## src/rtl/uart_tx_arbiter.sv

```systemverilog
// Packet-granular round-robin arbiter that shares one uart_tx among NUM_REQ byte-stream requesters.
// Optional source-tag prefix byte per packet is enabled by defining UART_ARB_TAG_EN.
module uart_tx_arbiter #(
  parameter int NUM_REQ       = 4,
  parameter int ID_W          = 2,
  parameter int BUSY_WAIT_MAX = 4
) (
  input  logic                   clk,
  input  logic                   rst,
  input  logic [NUM_REQ-1:0]     req_valid,
  input  logic [NUM_REQ*8-1:0]   req_data,
  input  logic [NUM_REQ-1:0]     req_last,
  output logic [NUM_REQ-1:0]     req_ready,
  output logic                   uart_start,
  output logic [7:0]             uart_data,
  input  logic                   uart_busy,
  output logic [ID_W-1:0]        grant_id,
  output logic                   active,
  output logic                   err_nobusy
);

  localparam int CNT_W = $clog2(BUSY_WAIT_MAX + 1);
  localparam logic [ID_W-1:0]  LAST_ID    = ID_W'(NUM_REQ - 1);
  localparam logic [CNT_W-1:0] WAIT_LIMIT = CNT_W'(BUSY_WAIT_MAX - 1);

  typedef enum logic [2:0] {
    ST_IDLE    = 3'd0,
    ST_LOAD    = 3'd1,
    ST_START   = 3'd2,
    ST_WAIT_HI = 3'd3,
    ST_WAIT_LO = 3'd4
`ifdef UART_ARB_TAG_EN
    , ST_TAG   = 3'd5
`endif
  } state_t;

  state_t           state_r;
  logic [ID_W-1:0]  rr_ptr_r;
  logic             last_r;
  logic [CNT_W-1:0] wait_cnt_r;

  logic [ID_W:0]    pick_s;
  logic [ID_W-1:0]  next_ptr_s;
  logic             cur_valid_s;
  logic             cur_last_s;
  logic [7:0]       cur_data_s;

  // First valid index at or above ptr with wrap; MSB of the result flags that one was found.
  // Scanning from the far end lets the closest candidate overwrite the others.
  function automatic logic [ID_W:0] rr_pick(input logic [NUM_REQ-1:0] valid,
                                            input logic [ID_W-1:0]    ptr);
    logic [ID_W:0] res;
    logic [ID_W:0] sum;
    res = {(ID_W+1){1'b0}};
    for (int i = NUM_REQ - 1; i >= 0; i--) begin
      sum = {1'b0, ptr} + (ID_W+1)'(i);
      sum = (sum >= (ID_W+1)'(NUM_REQ)) ? (sum - (ID_W+1)'(NUM_REQ)) : sum;
      res = valid[sum[ID_W-1:0]] ? {1'b1, sum[ID_W-1:0]} : res;
    end
    return res;
  endfunction

  assign pick_s      = rr_pick(req_valid, rr_ptr_r);
  assign cur_valid_s = req_valid[grant_id];
  assign cur_last_s  = req_last[grant_id];
  assign cur_data_s  = req_data[{grant_id, 3'b000} +: 8];

  // Pointer value that gives the current owner lowest priority next time.
  always_comb begin
    next_ptr_s = {ID_W{1'b0}};
    if (grant_id == LAST_ID) begin
      next_ptr_s = {ID_W{1'b0}};
    end else begin
      next_ptr_s = grant_id + ID_W'(1);
    end
  end

  // Byte-accept strobe: only in LOAD, only to the owner, only while it offers a byte.
  always_comb begin
    req_ready = {NUM_REQ{1'b0}};
    if ((state_r == ST_LOAD) && cur_valid_s) begin
      req_ready[grant_id] = 1'b1;
    end else begin
      req_ready = {NUM_REQ{1'b0}};
    end
  end

  // Arbitration and byte-sequencing state machine with registered outputs.
  always_ff @(posedge clk or posedge rst) begin
    if (rst) begin
      state_r    <= ST_IDLE;
      rr_ptr_r   <= {ID_W{1'b0}};
      last_r     <= 1'b0;
      wait_cnt_r <= {CNT_W{1'b0}};
      uart_start <= 1'b0;
      uart_data  <= 8'h00;
      grant_id   <= {ID_W{1'b0}};
      active     <= 1'b0;
      err_nobusy <= 1'b0;
    end else begin
      uart_start <= 1'b0;
      case (state_r)
        ST_IDLE: begin
          if (pick_s[ID_W]) begin
            grant_id <= pick_s[ID_W-1:0];
            active   <= 1'b1;
`ifdef UART_ARB_TAG_EN
            state_r  <= ST_TAG;
`else
            state_r  <= ST_LOAD;
`endif
          end
        end
`ifdef UART_ARB_TAG_EN
        ST_TAG: begin
          uart_data  <= {4'hA, 1'b0, 3'(grant_id)};
          last_r     <= 1'b0;
          uart_start <= 1'b1;
          state_r    <= ST_START;
        end
`endif
        ST_LOAD: begin
          if (cur_valid_s) begin
            uart_data  <= cur_data_s;
            last_r     <= cur_last_s;
            uart_start <= 1'b1;
            state_r    <= ST_START;
          end
        end
        ST_START: begin
          wait_cnt_r <= {CNT_W{1'b0}};
          state_r    <= ST_WAIT_HI;
        end
        ST_WAIT_HI: begin
          if (uart_busy) begin
            state_r <= ST_WAIT_LO;
          end else if (wait_cnt_r == WAIT_LIMIT) begin
            // Transmitter never acknowledged: flag it and carry on as if the byte went out.
            err_nobusy <= 1'b1;
            if (last_r) begin
              active   <= 1'b0;
              rr_ptr_r <= next_ptr_s;
              state_r  <= ST_IDLE;
            end else begin
              state_r  <= ST_LOAD;
            end
          end else begin
            wait_cnt_r <= wait_cnt_r + CNT_W'(1);
          end
        end
        ST_WAIT_LO: begin
          if (!uart_busy) begin
            if (last_r) begin
              active   <= 1'b0;
              rr_ptr_r <= next_ptr_s;
              state_r  <= ST_IDLE;
            end else begin
              state_r  <= ST_LOAD;
            end
          end
        end
        default: begin
          active  <= 1'b0;
          state_r <= ST_IDLE;
        end
      endcase
    end
  end

endmodule

```

## config.mk

```make
export PLATFORM = sky130hd
export DESIGN_NAME = uart_tx_arbiter
export DESIGN_NICKNAME = d
export VERILOG_FILES = /design/src/rtl/uart_tx_arbiter.sv
export SDC_FILE = /design/constraint.sdc
export NUM_CORES = 1
export LEC_CHECK = 0
export CORE_MARGIN = 3
export CORE_UTILIZATION = 46
export DETAILED_ROUTE_END_ITERATION = 8
export GPL_TIMING_DRIVEN = 0
export HOLD_SLACK_MARGIN = 0.05
export PLACE_DENSITY_LB_ADDON = 0.15
export REMOVE_ABC_BUFFERS = 1
export SLEW_MARGIN = 20
export SYNTH_ARGS = -nofsm -noshare
export SYNTH_HDL_FRONTEND = slang
export SYNTH_SLANG_ARGS = --single-unit
```

## constraint.sdc

```tcl
create_clock -name clk -period 3.5 [get_ports clk]
set_input_delay 0.7 -clock clk [delete_from_list [all_inputs] [get_ports clk]]
set_output_delay 0.7 -clock clk [all_outputs]
set_load 0.005 [all_outputs]
```

==> results.yml <==
sta:
  setup_viol: 0
  post-route-min-period_ns: 3.27
  hold_viol_final: 0
  rsz0062_at_grt: "false"
  fin_ws_ns: 0.229
  drv_slew: 0
  fin_worst_skew_ns: 0.0101
  slew_headroom_pct: 44.7
  clock.fmax_mhz: 306
  worst_pin_slew_ns: 0.828
  post-route-period-util_pct: 93.5
  worst_hold_slack_ns: 0.480
cells_and_area:
  nets: 227
  drive_gt1_share_pct: 18.2
  final_area_mm2: 0.00207
  diodes: 0
  final_common_cell: "clkdlybuf4s50_1"
  final_cell_mix: "59 x clkdlybuf4s50_1, 21 x dfrtp_1, 9 x mux2_2"
  syn2layout_area_growth_pct: 42.2
  final_cells: 218
synthesis:
  syn_inst: 122
  ys.flop_type: "dfrtp_1"
  synth_top_area_cell: "dfrtp_1"
  synth_top_cell_area_share_pct: 37.9
  synth_seq_area_share_pct: 37.9
  synth_edf_count: 0
  synth_seq_cells: 22
  yosysWarningCount: 0
  synth_area_leaders: "dfrtp_1 38%, mux4_2 12%, mux2_2 7.0%"
  synthesis.area_mm2: 0.00145
  synth.distinct_cells: 39
  synth-async-reset-ratio_pct: 100
  synth.avg_cell_area_um2: 11.9
clock_network:
  path_clk_slew_ns: 0.12
  root_buffer: "clkbuf_4"
  clkSinkCount: 22
  cts_made_buffers: 3
  h-tree-depth: 1
  clock_path_buffers: 2
  cts_tree: "done"
  clk_latency_ns: 0.31
  cts_setup_buffers: 0
floorplan:
  start_util_pct: 50.5
  chipWidth_um: 62.2
  die_h_um: 62.2
  dieArea_mm2: 0.00387
  core_mm2: 0.00288
  rows: 19
  pin_count: 60
place:
  place_area_mm2: 0.00204
  place_ws_ns: -0.00441
  portBuffers: 59
  place_congestion: 0.788
  hpwlAfterDp_um: 2820
  placed_cells_incl_taps: 215
run:
  maxCapViolations: 0
setup_path:
  r2r_slack_ns: 1.51
  worst-path-buf-inv: 2
  worstPathMaxFanout: 15
  ff2ff_path_depth: 3
  critPathLaunch: "req_valid[0]"
  critPathTopFamily: "buffers and inverters"
  cp.arrival_ns: 2.57
  crit_chain: "clkdlybuf4s50_1 -> mux2_4 -> a32o_2 -> and2_1 -> clkdlybuf4s50_1"
  cpPeakStageDelay_ns: 0.55
  cp.required_ns: 2.80
  path_depth: 5
  critPathLaunchType: "input pin"
  cp_common_cell: "clkdlybuf4s50_1"
  slowest_stage: "clkdlybuf4s50_1"
  crit_type: "input pin to output pin"
  setup.worst_path.end: "req_ready[2]"
  crit-reg2reg-launch: "grant_id[1]"
  worstSetupEndpointType: "output pin"
  r2r_end: "uart_data[0]"
global_routing:
  grt_pass1_vias: 1361
  grt_antenna_before_repair: 0
  grt_max_degree: 23
  grt_pass1_wl_um: 6240
  overflow: 0
  grt_usage_pct: 19.9
routing:
  wl_per_cell_um: 16.5
  dr.first_iter.drc_count: 19
  via_count: 1203
  drcViolationCount: 0
  viasPerCell: 5.52
  drt_wl_total_um: 3610
  ant_nets: 0
  firstDrtPassIters: 5
hold_path:
  hold_path.class: "register to register"
  hp-start: "err_nobusy"
power:
  p_leak_uw: 0.000838
  vdd_drop_max_mv: 0.300
  power_density_mw_per_mm2: 678
status:
  status: "completed"
-- flip-flops by register name, summed over array words and instances (netlist names) --
name and cells:
uart_start 1, active 1, last_r 1, grant_id 2
err_nobusy 1, state_r 3, wait_cnt_r 3, uart_data 8
rr_ptr_r 2
-- per-layer routing --
metal / GRT usage [%] / wire, um
met5: 0 / 0
met3: 3.96 / 149
met4: 6.08 / 55
met2: 37.2 / 1980
met1: 22.5 / 1420
-- layout make-up --
| type | count | area (um2) |
|---|---|---|
| multi-input cells | 85 | 823 |
| fillers | 224 | 810 |
| repair buffers | 59 | 591 |
| flip-flops and latches | 22 | 552 |
| well taps | 42 | 52.6 |
| inverters | 7 | 26.3 |
| clock buffers | 3 | 22.5 |
-- cell usage after synthesis (2+ instances only) --
cell type,count
a22o_1,2
mux2_2,9
mux2_4,5
buf_2,2
mux2i_1,2
nand3_1,3
and2_1,5
mux4_2,8
nor2b_1,2
nand2b_1,5
a21oi_1,4
or2_2,2
or3b_2,2
buf_6,3
o21ai_0,6
dfrtp_1,22
clkbuf_1,2
nand2_1,3
nor2_1,3
inv_1,7
o31ai_1,2
ha_1,6
-- cell families after synthesis --
group	after synthesis	share of synthesized area (%)
flops	22	37.9
fa+ha+maj	6	5.16
simple gates	32	13.3
buf+inv	15	5.59
compound gates	22	10.3
mux	25	27.7
-- power breakdown --
part           leakage, uW  switching, uW  internal [uW]
clock network    0.0000138           75.1           40.2
registers         0.000266            163            376
logic             0.000557            254            492
total             0.000838            493            909
-- repair_timing --
action / in CTS / in global routing
hold buffers: 0 / 0
setup endpoints to repair: 4 / 0
resized for setup: 2 / 0
-- stage by stage --
step / total power (uW) / TNS [ns] / util, %
6_report: 1400 / 0 / 71.9
3_3_place_gp: 1250 / 0 / 71.0
4_1_cts: 1420 / 0 / 71.9
5_1_grt: 1520 / 0 / 71.9
3_5_place_dp: 1300 / -0.00520 / 71.0
2_1_floorplan: 958 / 0 / -
-- worst reg2reg max path, stage by stage, from the launching register on --
cell      delay, ns
dfrtp_1        0.76
nor4bb_1       0.30
a32o_2         0.43
mux2_2         0.39
-- worst min-delay path by stage --
stage          depth (start not counted)       endpoint  slack, ns
6_report                               1     err_nobusy       0.48
5_1_grt                                1     err_nobusy       0.52
4_1_cts                                1     err_nobusy       0.49
3_5_place_dp                           1     err_nobusy       0.46
3_3_place_gp                           1     err_nobusy       0.45
2_1_floorplan                          1  wait_cnt_r[0]       0.46
Power figures use the tool's default switching activity.
